File: src/rtl/frame_strobe_seq_pkg.sv
// Shared types and default sizing for the frame strobe sequencer.
package frame_strobe_seq_pkg;

  localparam int DefMaxFramesPerCol = 20;
  localparam int DefFrameBitsPerRow = 32;
  localparam int DefFrameIdxWidth   = 5;

  typedef enum logic [1:0] {
    ST_IDLE   = 2'd0,
    ST_SETUP  = 2'd1,
    ST_STROBE = 2'd2,
    ST_HOLD   = 2'd3
  } state_e;

endpackage

File: src/rtl/frame_strobe_dec.sv
// Combinational frame index to one-hot decoder; out-of-range indices decode to all-zero.
module frame_strobe_dec #(
  parameter int MaxFramesPerCol = 20,
  parameter int FrameIdxWidth   = 5
) (
  input  logic [FrameIdxWidth-1:0]   idx,
  output logic [MaxFramesPerCol-1:0] onehot,
  output logic                       in_range
);

  // Compare in 32 bits so MaxFramesPerCol == 2**FrameIdxWidth does not wrap.
  assign in_range = (32'(idx) < 32'(MaxFramesPerCol));

  always_comb begin
    onehot = '0;
    for (int i = 0; i < MaxFramesPerCol; i++) begin
      onehot[i] = (32'(idx) == 32'(i));
    end
  end

endmodule

File: src/rtl/frame_strobe_seq.sv
// Frame write sequencer: one request -> SETUP, StrobeWidth cycles of one-hot strobe, HOLD.
// Optional macro FRAME_STROBE_RANGE_CHECK_EN enables the sticky out-of-range err flag.
//
// state     | meaning
// ST_IDLE   | ready for a request, FrameData keeps last word
// ST_SETUP  | FrameData presented, strobe low
// ST_STROBE | selected strobe bit high for StrobeWidth cycles
// ST_HOLD   | strobe low, data held one more cycle
module frame_strobe_seq
  import frame_strobe_seq_pkg::*;
#(
  parameter int MaxFramesPerCol = DefMaxFramesPerCol,
  parameter int FrameBitsPerRow = DefFrameBitsPerRow,
  parameter int StrobeWidth     = 2,
  parameter int FrameIdxWidth   = DefFrameIdxWidth
) (
  input  logic                       UserCLK,
  input  logic                       Reset,
  input  logic                       req_valid,
  output logic                       req_ready,
  input  logic [FrameIdxWidth-1:0]   req_frame,
  input  logic [FrameBitsPerRow-1:0] req_data,
  output logic [FrameBitsPerRow-1:0] FrameData,
  output logic [MaxFramesPerCol-1:0] FrameStrobe,
  output logic                       busy,
  output logic                       err
);

  if (StrobeWidth < 1) begin : g_bad_strobe_width
    $error("frame_strobe_seq: StrobeWidth must be at least 1");
  end
  if ((2 ** FrameIdxWidth) < MaxFramesPerCol) begin : g_bad_idx_width
    $error("frame_strobe_seq: FrameIdxWidth too narrow for MaxFramesPerCol");
  end

  localparam int CntWidth = $clog2(StrobeWidth + 1);
  localparam logic [CntWidth-1:0] CntLoad = CntWidth'(StrobeWidth);
  localparam logic [CntWidth-1:0] CntLast = CntWidth'(1);

  state_e                     state;
  logic [CntWidth-1:0]        strobe_cnt;
  logic [MaxFramesPerCol-1:0] frame_sel;
  logic [MaxFramesPerCol-1:0] dec_onehot;
  logic                       dec_in_range;
  logic                       handshake;

  frame_strobe_dec #(
    .MaxFramesPerCol(MaxFramesPerCol),
    .FrameIdxWidth  (FrameIdxWidth)
  ) u_dec (
    .idx     (req_frame),
    .onehot  (dec_onehot),
    .in_range(dec_in_range)
  );

  assign req_ready = (state == ST_IDLE);
  assign busy      = (state != ST_IDLE);
  assign handshake = req_valid & req_ready;

  always_ff @(posedge UserCLK) begin
    if (Reset) begin
      state       <= ST_IDLE;
      strobe_cnt  <= '0;
      frame_sel   <= '0;
      FrameData   <= '0;
      FrameStrobe <= '0;
    end else begin
      case (state)
        ST_IDLE: begin
          if (handshake) begin
            FrameData <= req_data;
            frame_sel <= dec_in_range ? dec_onehot : '0;
            state     <= ST_SETUP;
          end
        end
        ST_SETUP: begin
          FrameStrobe <= frame_sel;
          strobe_cnt  <= CntLoad;
          state       <= ST_STROBE;
        end
        ST_STROBE: begin
          if (strobe_cnt == CntLast) begin
            FrameStrobe <= '0;
            state       <= ST_HOLD;
          end else begin
            strobe_cnt <= strobe_cnt - CntLast;
          end
        end
        ST_HOLD: begin
          state <= ST_IDLE;
        end
        default: begin
          FrameStrobe <= '0;
          state       <= ST_IDLE;
        end
      endcase
    end
  end

`ifdef FRAME_STROBE_RANGE_CHECK_EN
  logic err_q;

  always_ff @(posedge UserCLK) begin
    if (Reset) begin
      err_q <= 1'b0;
    end else if (handshake && !dec_in_range) begin
      err_q <= 1'b1;
    end
  end

  assign err = err_q;
`else
  assign err = 1'b0;
`endif

endmodule

File: config.mk
export PLATFORM = sky130hd
export DESIGN_NAME = frame_strobe_seq
export DESIGN_NICKNAME = d
export VERILOG_FILES = /design/src/rtl/frame_strobe_seq_pkg.sv /design/src/rtl/frame_strobe_dec.sv /design/src/rtl/frame_strobe_seq.sv
export SDC_FILE = /design/constraint.sdc
export NUM_CORES = 1
export LEC_CHECK = 0
export CELL_PAD_IN_SITES_DETAIL_PLACEMENT = 0
export CELL_PAD_IN_SITES_GLOBAL_PLACEMENT = 1
export CORE_ASPECT_RATIO = 0.9
export CORE_MARGIN = 2
export CORE_UTILIZATION = 35
export CTS_CLUSTER_SIZE = 20
export DETAILED_ROUTE_END_ITERATION = 12
export PLACE_DENSITY = 0.84
export SLEW_MARGIN = 20
export SYNTH_ARGS = -nofsm -noshare
export SYNTH_HDL_FRONTEND = slang
export SYNTH_HIERARCHICAL = 1
export SYNTH_SLANG_ARGS = --single-unit
File: constraint.sdc
create_clock -name UserCLK -period 4.2 [get_ports UserCLK]
set_input_delay 0.42 -clock UserCLK [delete_from_list [all_inputs] [get_ports UserCLK]]
set_output_delay 0.42 -clock UserCLK [all_outputs]
set_load 0.01 [all_outputs]
==> flow_metrics.env <==
export IMPL_syn2layout_area_growth_pct=38.4
export IMPL_worst_slack_ps=2110
export IMPL_hold_depth=2
export IMPL_muxShareOfSynthArea=0.0115
export IMPL_via_count=2790
export IMPL_seqPwrFrac=0.393
export IMPL_antenna_found_initial=0
export IMPL_ys_seq_area_frac=0.501
export IMPL_grt_pass1_wl_um=12700
export IMPL_skew_ps=17.8
export IMPL_cts_resized_gates=0
export IMPL_num_rows=32
export IMPL_htreeDepth=3
export IMPL_path_clk_slew_ps=80
export IMPL_crit_path_start_kind="flip-flop"
export IMPL_place_congestion=0.903
export IMPL_worstPathRequired_ps=4460
export IMPL_clock_latency_ps=340
export IMPL_path_class="flip-flop to flip-flop"
export IMPL_postCtsSetupRepairBufs=0
export IMPL_vdd_ir_drop_max_uv=381
export IMPL_synthXorXnorAreaFrac=0
export IMPL_ys_ff_latch=76
export IMPL_die_x_um=102
export IMPL_grt_max_degree=76
export IMPL_final_area_um2=4210
export IMPL_combPwrFrac=0.314
export IMPL_synth_top_family_by_area="simple AND/OR/NAND/NOR gates"
export IMPL_path_max_fanout=29
export IMPL_grt_pass1_vias=2698
export IMPL_fmax_ghz=0.479
export IMPL_cts_sinks=76
export IMPL_place_ws_ps=1880
export IMPL_slew_viol_final=0
export IMPL_fin_setup_tns_ps=0
export IMPL_core_area_um2=8490
export IMPL_n_antenna_cell=0
export IMPL_finish_utilization=0.495
export IMPL_cellLeakagePower_nw=1.46
export IMPL_die_height_um=92.4
export IMPL_clock_power_share=0.294
export IMPL_cts_root_buffer_cell="clkbuf_8"
export IMPL_end_kind="flip-flop"
export IMPL_power_share_switching=0.336
export IMPL_drt_iter0_drc=123
export IMPL_maxCapViolCount=0
export IMPL_timing_hold_ws_ps=451
export IMPL_die_area_um2=9440
export IMPL_clockBufferDepth=2
export IMPL_slew_headroom=0.373
export IMPL_start_util=0.358
export IMPL_setup_viol=0
export IMPL_yosysUniqueCellTypes=28
export IMPL_final_layout_size_suffix_gt1_frac=0.0491
export IMPL_finalCritPeriodShare=0.497
export IMPL_status="finished, final reports clean"
export IMPL_dpl_cell_count=571
export IMPL_rsz0062_at_grt="no"
export IMPL_drc=0
export IMPL_boundaryPins=95
export IMPL_routedWlPerCell_um=12.8
export IMPL_ys_warn_count=6
export IMPL_wl_um=7500
export IMPL_rr_worst_depth=6
export IMPL_synth_simple_area_share=0.257
export IMPL_fin_crit_ps=2090
export IMPL_stdcell_count=587
export IMPL_synth_fa_ha_area_frac=0.0288
export IMPL_globalRouteTotalUtil=0.168
export IMPL_p_int_mw=1.42
export IMPL_synth_compound_area_frac=0.136
export IMPL_nets=510
export IMPL_antenna_left=0
export IMPL_p_sw_uw=717
export IMPL_io_buffers=93
export IMPL_placed_area_um2=3980
export IMPL_vias_per_cell=4.75
export IMPL_syn_area_um2=3040
export IMPL_power_mw=2.13
export IMPL_cts_hold_buf=0
export IMPL_critPathArrivalTime_ps=2340
export IMPL_cts_tree="yes"
export IMPL_cts_inserted_buffers=9
export IMPL_dr_pass1_iters=4
export IMPL_syn_nets=433
export IMPL_grt_overflow_total=0
export IMPL_tightestPinTransition_ps=931
export IMPL_p_per_area_nw_per_um2=508
export IMPL_holdCritPathClass="flip-flop to flip-flop"
export IMPL_dp_hpwl_um=4940
export IMPL_finalHoldViolations=0
export IMPL_syn_inst=386
export IMPL_syn_area_per_cell_um2=7.87
[power groups by stage]
stage	Combinational, mW	Clock, mW	Sequential (mW)
after floorplan	0.418	0	0.877
after global placement	0.669	0	0.850
after detailed placement	0.679	0	0.855
after CTS	0.683	0.648	0.839
after global routing	0.752	0.681	0.849
final	0.669	0.627	0.838
[placed cells by master, fill, tap and decap left out, drive strengths merged]
cell type | Yosys | layout
a21oi | 73 | 73
buf | 21 | 5
a2111oi | 1 | 1
ha | 7 | 7
conb | 1 | 1
a41o | 1 | 1
dfxtp | 76 | 76
inv | 8 | 9
mux2 | 1 | 1
clkdlybuf4s50 | 0 | 92
nor2 | 13 | 13
o21ai | 1 | 1
clkinvlp | 0 | 2
or2 | 1 | 1
nand2b | 5 | 5
nor3 | 8 | 8
or3b | 2 | 2
nor2b | 1 | 1
nand3b | 1 | 1
a311oi | 1 | 1
or3 | 2 | 2
clkbuf | 10 | 11
bufinv | 0 | 2
nand3 | 40 | 40
and2 | 1 | 1
mux2i | 2 | 2
nand2 | 108 | 108
o211a | 1 | 1
[critical path: stages (launching register included)]
cell,delay [ps]
dfxtp_1,390
inv_1,100
ha_1,210
nand2_1,610
buf_4,430
nand2_1,90
a21oi_1,160
[registers in the layout (all words and copies together) (netlist names)]
register / count
strobe_cnt: 2
state: 2
FrameStrobe: 20
frame_sel: 20
FrameData: 32
[final cells by class]
type | instances | area [um2]
Clock buffer | 11 | 141
Clock inverter | 5 | 83.8
Fill cell | 860 | 4280
Inverter | 8 | 30.0
Multi-Input combinational cell | 271 | 1320
Sequential cell | 76 | 1520
Tap cell | 119 | 149
Timing Repair Buffer | 97 | 956
[per-layer routing]
metal  GRT usage  share of wire  wire length [um]  vias to the layer above
li1            -              -                 -                     1425
met1       0.233           0.48              3580                     1283
met2       0.238           0.44              3280                       70
met3      0.0558          0.068               510                       12
met4      0.0700          0.017               129                        0
met5           0              0                 0                        -
[final timing paths]
kind                                                   start                      endpoint  slack, ps
worst max register to register         state[1]$_SDFFE_PP0P_    FrameData[22]$_SDFFE_PP0P_       2110
worst max-delay path                   state[1]$_SDFFE_PP0P_    FrameData[22]$_SDFFE_PP0P_       2110
worst min-delay path            FrameStrobe[10]$_SDFFE_PP0P_  FrameStrobe[10]$_SDFFE_PP0P_        450
worst min register to register  FrameStrobe[10]$_SDFFE_PP0P_  FrameStrobe[10]$_SDFFE_PP0P_        450
[cells by family (layout without fill, tap and decap cells)]
kind of cell | Yosys count | in the layout
mux | 3 | 3
flops | 76 | 76
buf+inv | 39 | 121
fa+ha+maj | 7 | 7
compound gates | 78 | 78
simple gates | 182 | 182
other cells | 1 | 1
[synthesized netlist by cell type, drive strengths merged]
cell     count  area share
a311oi       1      0.0029
nor3         8       0.013
or3          2      0.0041
mux2i        2      0.0066
conb         1      0.0012
nor2        13       0.016
or2          1      0.0021
or3b         2      0.0058
nand3       40       0.066
a2111oi      1      0.0049
a21oi       73        0.12
o21ai        1      0.0016
nand3b       1      0.0025
ha           7       0.029
o211a        1      0.0033
inv          8      0.0099
and2         1      0.0021
dfxtp       76        0.50
nand2      108        0.13
nor2b        1      0.0021
a41o         1      0.0033
mux2         1      0.0049
nand2b       5       0.010
clkbuf      10       0.012
buf         21       0.042
(Power assumes the default switching activity.)
